## src/rtl/fifo_depth_n.sv

```systemverilog
// Synchronous single-clock FIFO with first-word fall-through output.
// Occupancy, full/empty and almost thresholds are derived from wrap-bit pointers.
// Rejected writes (full) and reads (empty) latch sticky error flags until reset.
module fifo_depth_n #(
  parameter int unsigned bw     = 4,
  parameter int unsigned depth  = 8,
  parameter int unsigned ptr_bw = 3,
  parameter int unsigned af_th  = 6,
  parameter int unsigned ae_th  = 2
) (
  input  logic              clk,
  input  logic              reset,
  input  logic [bw-1:0]     in,
  input  logic              wr,
  input  logic              rd,
  output logic [bw-1:0]     out,
  output logic              o_full,
  output logic              o_empty,
  output logic [ptr_bw:0]   o_count,
  output logic              o_almost_full,
  output logic              o_almost_empty,
  output logic              o_ovf,
  output logic              o_udf
);

  localparam logic [ptr_bw:0] AfTh = (ptr_bw + 1)'(af_th);
  localparam logic [ptr_bw:0] AeTh = (ptr_bw + 1)'(ae_th);

  logic [bw-1:0]     mem_q [depth];
  logic [ptr_bw:0]   wr_ptr_q, wr_ptr_d;
  logic [ptr_bw:0]   rd_ptr_q, rd_ptr_d;
  logic              ovf_q, ovf_d;
  logic              udf_q, udf_d;
  logic              wr_acc, rd_acc;

  // Status flags come straight from the pre-edge pointers.
  always_comb begin
    o_empty        = (wr_ptr_q == rd_ptr_q);
    o_full         = (wr_ptr_q[ptr_bw-1:0] == rd_ptr_q[ptr_bw-1:0]) &&
                     (wr_ptr_q[ptr_bw] != rd_ptr_q[ptr_bw]);
    o_count        = wr_ptr_q - rd_ptr_q;
    o_almost_full  = (o_count >= AfTh);
    o_almost_empty = (o_count <= AeTh);
    o_ovf          = ovf_q;
    o_udf          = udf_q;
    out            = mem_q[rd_ptr_q[ptr_bw-1:0]];
  end

  // Accept/reject decisions and next pointer/sticky-flag state.
  always_comb begin
    wr_acc   = wr && !o_full;
    rd_acc   = rd && !o_empty;
    wr_ptr_d = wr_ptr_q;
    rd_ptr_d = rd_ptr_q;
    ovf_d    = ovf_q;
    udf_d    = udf_q;
    if (wr_acc) wr_ptr_d = wr_ptr_q + 1'b1;
    if (rd_acc) rd_ptr_d = rd_ptr_q + 1'b1;
    if (wr && o_full) ovf_d = 1'b1;
    if (rd && o_empty) udf_d = 1'b1;
  end

  // Pointer and sticky-flag registers, cleared asynchronously.
  always_ff @(posedge clk or negedge reset) begin
    if (!reset) begin
      wr_ptr_q <= '0;
      rd_ptr_q <= '0;
      ovf_q    <= 1'b0;
      udf_q    <= 1'b0;
    end else begin
      wr_ptr_q <= wr_ptr_d;
      rd_ptr_q <= rd_ptr_d;
      ovf_q    <= ovf_d;
      udf_q    <= udf_d;
    end
  end

  // Storage array is intentionally not reset; a stray write while in reset
  // lands in a slot the reset pointers already treat as free.
  always_ff @(posedge clk) begin
    if (wr_acc) mem_q[wr_ptr_q[ptr_bw-1:0]] <= in;
  end

endmodule

```

## config.mk

```make
export PLATFORM = sky130hd
export DESIGN_NAME = fifo_depth_n
export DESIGN_NICKNAME = d
export VERILOG_FILES = /design/src/rtl/fifo_depth_n.sv
export SDC_FILE = /design/constraint.sdc
export NUM_CORES = 1
export LEC_CHECK = 0
export CAP_MARGIN = 20
export CORE_MARGIN = 2
export CORE_UTILIZATION = 40
export DETAILED_ROUTE_END_ITERATION = 16
export GPL_ROUTABILITY_DRIVEN = 0
export SYNTH_ARGS = -nofsm -noshare
export SYNTH_HDL_FRONTEND = slang
export SYNTH_SLANG_ARGS = --single-unit
```

## constraint.sdc

```tcl
create_clock -name clk -period 3.1 [get_ports clk]
set_clock_uncertainty 0.1 [all_clocks]
set_input_delay 0.93 -clock clk [delete_from_list [all_inputs] [get_ports clk]]
set_output_delay 0.93 -clock clk [all_outputs]
set_load 0.02 [all_outputs]
```

==> impl_metrics.ini, run 1 <==
[power_and_ir_drop]
pwr-share-comb_pct = 57.5
power.total_mw = 2.72
p_switching_mw = 1.14
swShare_pct = 41.9
peakVddDrop_v = 0.000575
p_int_mw = 1.58
p_leak_nw = 0.917
clockPowerShare_pct = 12.3
pwr-share-seq_pct = 30.2
power.density_nw_per_um2 = 1170

[setup_path]
worstSetupEndpoint = o_count[2]
max_stage_delay_ps = 380
critPathBufInv = 2
cp_top_family = adder cells
start_kind = flip-flop
crit_path_start = wr_ptr_q[0]
cp_max_fo = 3
worstPathArrival_ps = 1960
cp.required_ps = 2070
rr_endpoint = mem_q[5][1]
cp_cell_sequence = inv_1 -> ha_1 -> fa_1 -> xnor2_1 -> dlygate4sd2_1
r2r_start = wr_ptr_q[1]
rr_worst_depth = 5
crit_cells = 5
critPathCaptureType = output port
slowest_stage = fa_1
crit_type = reg -> out
rrSetupSlack_ps = 920

[routing]
ant_nets = 0
first_pass_iters = 4
vias = 1128
wl_per_cell_um = 16.8
routed_via_density = 5.30
drt-total-wl_um = 3580
drc = 0
drtIter0Drc = 122

[final_layout]
layout_common_cells = edfxtp_1, nand2_1, buf_4, clkdlybuf4s50_1, dfrtp_1
area_delta_synth_final_pct = 23.4
fin_area_um2 = 2320
final_common_cell = edfxtp_1
layout.nets = 174
antenna_cells = 0
fin_cells = 213
utilization_pct = 52.1
layout-drive-gt1-share_pct = 23.0

[placed_design]
place_ws_ps = 26.4
place_area_um2 = 2240
port_buffers = 21
dp.cells = 205
hpwl_um = 2680

[clock_network]
insertion_delay_ps = 300
max-clock-path-buffers = 2
cts_sinks = 42
cts_tree = yes
clk_pin_slew_worst_paths_ps = 80
cts_buffers = 5
h-tree-depth = 2
root_buffer = clkbuf_8

[global_routing]
grt_max_degree = 14
grt_first_pass_wirelength_um = 5890
grt_overflow = 0
grt_usage_pct = 15.6
grt_pass1_vias = 1231
antenna_found_initial = 0

[min_path]
hold_path_class = reg -> reg

[timing]
setup_viol = 0
hold_viol_final = 0
drv_slew = 0
min_period_ps = 2990
layout_setup_ws_ps = 113
tightest_slew_ps = 514
hold_ws_ps = 361
setup_tns_ps = 0
fin_crit_sh_pct = 96.4
rsz0062_at_grt = false
slew_headroom_pct = 65.6
fmax_mhz = 335

[die]
top_level_ports = 22
row_count = 24
dieArea_um2 = 5260
core_um2 = 4440
start_util_pct = 42.2
fp.dieW_um = 72.5
die_h_um = 72.5

[flow_run]
maxCapViolCount = 0

[synth]
ys_ff_latch = 42
synth_top_cell_area_share_pct = 51.2
synth_fp_nets = 136
ys_seq_area_share_pct = 64.5
synth_area_leaders = edfxtp_1, dfrtp_1, mux4_2
syn_avg_cell_area_um2 = 15.4
netlist_area_um2 = 1880
synth_top_area_cell = edfxtp_1
synth.distinct_cells = 28
yosysWarnings = 0
netlist_instances = 122

[run_status]
outcome = completed
## flip-flops by register name (all words and copies together), names as in the netlist
| signal | cells |
|---|---|
| wr_ptr_q | 4 |
| o_ovf | 1 |
| rd_ptr_q | 4 |
| mem_q | 32 |
| o_udf | 1 |
## what timing repair did
| item | in CTS | in global routing |
|---|---|---|
| hold buffers | 0 | 0 |
| gates resized for setup | 13 | 5 |
| setup buffers | 0 | 0 |
| endpoints found under the hold margin | 0 | 0 |
| endpoints found under the setup margin | 11 | 4 |
## area by class of cell
type / instances / area (um2)
clock buffers: 5 / 68.8
flip-flops and latches: 42 / 1210
multi-input cells: 70 / 627
repair buffers: 35 / 305
inverters: 6 / 22.5
clock inverters: 3 / 16.3
fillers: 391 / 2130
well taps: 52 / 65.1
## worst register-to-register path, delay by kind of cell (launching register included)
| family | cells | cell delay (ps) |
|---|---|---|
| buffers and inverters | 1 | 190 |
| AND/OR/NAND/NOR | 2 | 630 |
| flip-flops | 1 | 430 |
| adder cells (fa/ha/maj) | 1 | 350 |
| AO/OA/AOI/OAI | 1 | 130 |
## Yosys cell counts
cell / number
ha_1: 5
and3_1: 2
dfrtp_1: 10
a21oi_1: 5
xnor2_1: 5
fa_1: 1
nor4_1: 2
o21a_1: 1
mux4_2: 8
inv_1: 6
nand4_1: 2
mux2_4: 2
xnor2_2: 1
edfxtp_1: 32
clkbuf_1: 3
o21ai_4: 1
nor3_1: 3
nand2_1: 15
xor2_1: 2
nand3b_1: 1
nor2_1: 5
a21o_1: 2
nand3_1: 1
xor2_2: 1
buf_2: 1
o21ai_2: 1
o211ai_1: 3
o21ai_0: 1
## power by group through the flow
stage	logic (mW)	clock network (mW)	registers (mW)
finish	1.56	0.335	0.822
floorplan	0.997	0	0.846
global placement	1.66	0	0.825
detailed placement	1.70	0	0.835
global route	1.71	0.364	0.836
CTS	1.61	0.343	0.826
## worst min-delay path by stage
stage           startpoint          end  cells past startpoint
2_1_floorplan  wr_ptr_q[0]  wr_ptr_q[0]                      1
3_3_place_gp         o_udf        o_udf                      1
3_5_place_dp         o_udf        o_udf                      1
4_1_cts              o_udf        o_udf                      1
5_1_grt              o_ovf        o_ovf                      1
6_report             o_udf        o_udf                      1
## routing by layer
layer  wire [um]  vias to the layer above  GRT usage (%)  share of wire [%]
li1            -                      528              -                  -
met1        1470                      568           19.3                 41
met2        1870                       25           26.3                 52
met3         173                        7           4.17                4.8
met4          66                        0           6.17                1.8
met5           0                        -              0                  0
## logic make-up (layout without fill, tap and decap cells)
group,Yosys count,in the layout,synth area share [%]
mux,10,10,11.2
flops,42,42,64.5
compound gates,14,14,5.33
fa+ha+maj,6,6,4.40
xor+xnor,9,9,5.00
simple gates,31,31,7.47
buf+inv,10,49,2.07
No activity file was read; power rests on OpenSTA's default activity.
==> inputs of run 2 (changes only) <==
--- a/config.mk
+++ b/config.mk
@@ -7,9 +7,10 @@
 export LEC_CHECK = 0
 export CAP_MARGIN = 20
 export CORE_MARGIN = 2
-export CORE_UTILIZATION = 40
+export CORE_UTILIZATION = 48
 export DETAILED_ROUTE_END_ITERATION = 16
 export GPL_ROUTABILITY_DRIVEN = 0
+export PLACE_DENSITY = 0.7
 export SYNTH_ARGS = -nofsm -noshare
 export SYNTH_HDL_FRONTEND = slang
 export SYNTH_SLANG_ARGS = --single-unit
==> impl_metrics.ini, run 2 (synthesized netlist as in run 1, its figures left out) <==
[global_routing]
grt_first_pass_wirelength_um = 5570
grt_max_degree = 14
grt_overflow = 0
antenna_found_initial = 0
grt_usage_pct = 18.1
grt_pass1_vias = 1108

[setup_path]
critPathCaptureType = output port
cp_max_fo = 3
start_kind = flip-flop
cp_cell_sequence = inv_1 -> ha_1 -> fa_1 -> xnor2_2 -> a21oi_1 -> o21a_1 -> clkbuf_2
max_stage_delay_ps = 420
cp.required_ps = 2070
cp_top_family = adder cells
slowest_stage = fa_1
critPathBufInv = 2
worstPathArrival_ps = 1940
crit_type = reg -> out

[clock_network]
h-tree-depth = 2
root_buffer = clkbuf_8
clk_pin_slew_worst_paths_ps = 80
cts_buffers = 5
cts_tree = yes
insertion_delay_ps = 290
postCtsSetupBuffers = 0
cts_sinks = 42
max-clock-path-buffers = 2

[die]
row_count = 22
start_util_pct = 50.5
core_um2 = 3720
dieArea_um2 = 4430
fp.dieW_um = 66.5
die_h_um = 66.5
top_level_ports = 22

[min_path]
hold_path_class = reg -> reg

[routing]
drt-total-wl_um = 3400
ant_nets = 0
drtIter0Drc = 54
first_pass_iters = 4
vias = 1123
routed_via_density = 5.35
drc = 0
wl_per_cell_um = 16.2

[timing]
min_period_ps = 2970
fin_crit_sh_pct = 95.7
fmax_mhz = 337
rsz0062_at_grt = false
drv_slew = 0
slew_headroom_pct = 68.0
setup_tns_ps = 0
setup_viol = 0
tightest_slew_ps = 479
hold_viol_final = 0

[final_layout]
layout-drive-gt1-share_pct = 24.1
layout_common_cells = edfxtp_1, nand2_1, buf_4, clkdlybuf4s50_1, dfrtp_1
final_common_cell = edfxtp_1
fin_area_um2 = 2330
layout.nets = 175
antenna_cells = 0
area_delta_synth_final_pct = 24.0
largest_reg_flops = 32
utilization_pct = 62.6
num-fill-cells = 293

[placed_design]
hpwl_um = 2580
place_area_um2 = 2240
port_buffers = 21

[power_and_ir_drop]
power.density_nw_per_um2 = 1190
peakVddDrop_v = 0.000611
power.total_mw = 2.76
p_leak_nw = 0.930

[flow_run]
maxCapViolCount = 0

[run_status]
outcome = completed
-- run 2: cell count changes in the layout (fill, tap and decap cells not counted), sizes merged --
cell      before  now
clkinvlp       1    0
clkbuf         6    8
-- run 2: final cells by class --
| cell class | instances | area [um2] | share of cell area (%) |
|---|---|---|---|
| flip-flops and latches | 42 | 1210 | 52.0 |
| clock inverters | 2 | 13.8 | 0.591 |
| clock buffers | 6 | 72.6 | 3.12 |
| inverters | 6 | 22.5 | 0.968 |
| repair buffers | 36 | 313 | 13.4 |
| well taps | 48 | 60.1 | 2.58 |
| multi-input cells | 70 | 634 | 27.3 |
-- run 2: power by group --
part | internal (mW) | total, mW | switching, mW
registers | 0.745 | 0.819 | 0.0741
logic | 0.711 | 1.60 | 0.888
clock network | 0.159 | 0.340 | 0.182
-- run 2: metrics by stage --
stage / hold WS [ps] / std cells / setup WS, ps
6_report: 360 / 210 / 133
5_1_grt: 373 / 210 / 15.5
3_5_place_dp: 344 / 202 / 12.1
4_1_cts: 362 / 210 / 4.32
2_1_floorplan: 447 / 122 / 172
3_3_place_gp: 339 / 202 / 92.4
-- run 2: per-layer routing --
metal  track usage (%)  share of wire (%)
met3              6.76                5.8
met5                 0                  0
met2              26.8                 47
met1              25.4                 46
met4              4.59                1.0
-- run 2: timing repair --
item / 4_1_cts / 5_1_grt
hold buffers: 0 / 0
gates resized for setup: 12 / 6
endpoints found under the setup margin: 11 / 4
gates cloned: 0 / 0
-- run 2: path summary, 6_finish.rpt --
path | start | to | slack, ps | cells after the start
setup / recovery | wr_ptr_q[0] | o_almost_empty | 130 | 7
hold / removal | o_udf | o_udf | 360 | 1
setup reg to reg | wr_ptr_q[2] | mem_q[6][2] | 1000 | 5
hold reg to reg | o_udf | o_udf | 360 | 1
max in group asynchronous | reset | rd_ptr_q[1] | 1710 | 1
min in group asynchronous | reset | rd_ptr_q[3] | 850 | 1
==> inputs of run 3 (changes only) <==
--- a/config.mk
+++ b/config.mk
@@ -8,6 +8,8 @@
 export CAP_MARGIN = 20
 export CORE_MARGIN = 2
 export CORE_UTILIZATION = 48
+export CTS_BUF_LIST = sky130_fd_sc_hd__clkbuf_2
+export CTS_CLUSTER_SIZE = 8
 export DETAILED_ROUTE_END_ITERATION = 16
 export GPL_ROUTABILITY_DRIVEN = 0
 export PLACE_DENSITY = 0.7
==> impl_metrics.ini, run 3 (synthesized netlist as in run 1, its figures left out) <==
[clock_network]
insertion_delay_ps = 380
root_buffer = clkbuf_2
cts_buffers = 5
max-clock-path-buffers = 2
cts_sinks = 42
cts_tree = yes
clk_pin_slew_worst_paths_ps = 210
postCtsSetupBuffers = 0
h-tree-depth = 2

[routing]
vias = 1123
ant_nets = 0
met2RoutedLength_um = 1700
drc = 0
first_pass_iters = 4
wl_per_cell_um = 16.4
dr.max_layer_used = met4
wl_met1_um = 1570
drtIter0Drc = 58
routed_via_density = 5.35
met3RoutedLength_um = 161
drt-total-wl_um = 3450

[global_routing]
grt_pass1_vias = 1104
grt_usage_pct = 17.9
grt_first_pass_wirelength_um = 5530
grt_overflow = 0
antenna_found_initial = 0
grt_max_degree = 14

[setup_path]
max_stage_delay_ps = 500
crit_top_cell = nand2_1
cp_cell_sequence = buf_12 -> mux4_2 -> nand2_1 -> nand2_1 -> dlygate4sd2_1
worstPathArrival_ps = 1980
start_kind = flip-flop
crit_type = reg -> out
critPathCaptureType = output port
cp.required_ps = 2070
cp_max_fo = 11
slowest_stage = mux4_2

[final_layout]
layout_common_cells = edfxtp_1, nand2_1, buf_4, clkdlybuf4s50_1, dfrtp_1
antenna_cells = 0
ff_latch_area_um2 = 1210
multi_input_area_um2 = 662
area_delta_synth_final_pct = 23.6
num-fill-cells = 302
largest_reg_flops = 32
fin_cells = 210
layout.nets = 175
final_common_cell = edfxtp_1
layout-drive-gt1-share_pct = 32.7
utilization_pct = 62.4

[timing]
min_period_ps = 3010
rsz0062_at_grt = true
fmax_mhz = 332
tightest_slew_ps = 465
layout_setup_ws_ps = 87.2
drv_slew = 0
hold_viol_final = 0
fin_crit_sh_pct = 97.2
hold_ws_ps = 385
slew_headroom_pct = 68.9
setup_viol = 0

[placed_design]
port_buffers = 21
hpwl_um = 2580
place_ws_ps = 12.1
dp.cells = 202

[die]
fp.dieW_um = 66.5
row_count = 22
dieArea_um2 = 4430
die_h_um = 66.5
top_level_ports = 22
core_um2 = 3720
start_util_pct = 50.5

[flow_run]
maxCapViolCount = 0

[run_status]
outcome = completed

[min_path]
hold_path_class = reg -> reg
## run 3: critical path: cells and delay by family (launching register included)
kind	cells	cell delay, ps
flops	1	460
buf+inv	2	480
simple gates	2	150
mux	1	500
## run 3: repair_timing
| action | in CTS | in global routing |
|---|---|---|
| pin swaps | 0 | 2 |
| gates resized for setup | 17 | 25 |
| setup endpoints to repair | 11 | 10 |
| hold buffers | 0 | 0 |
## run 3: final cells by class
cell class,instances,share of cell area [%]
flip-flops and latches,42,52.3
multi-input cells,70,28.5
repair buffers,36,13.8
well taps,48,2.59
clock buffers,6,1.29
inverters,6,0.971
clock inverters,2,0.593
## run 3: stage by stage
step	area, um2	TNS (ps)
floorplan	1880	0
global placement	2240	0
detailed placement	2240	0
CTS	2280	-166
global route	2320	-74.8
finish	2320	0
## run 3: final timing paths
kind,slack [ps],end,from,cells after the start
worst max-delay path,90,out[0],rd_ptr_q[0],5
min in group asynchronous,720,rd_ptr_q[3],reset,1
worst max register to register,1110,mem_q[2][3],rd_ptr_q[2],7
worst min-delay path,380,o_udf,o_udf,1
worst min register to register,380,o_udf,o_udf,1
max in group asynchronous,1810,rd_ptr_q[1],reset,1
## run 3: per-layer routing
metal | GRT usage, % | vias to the layer above
li1 | - | 534
met1 | 25.2 | 563
met2 | 26.9 | 24
met3 | 5.74 | 2
met4 | 5.36 | 0
met5 | 0 | -
Power of run 3 is left out: the tool's default activity adds up to more than one toggle a clock period on the data nets, which glitch-free logic cannot reach.
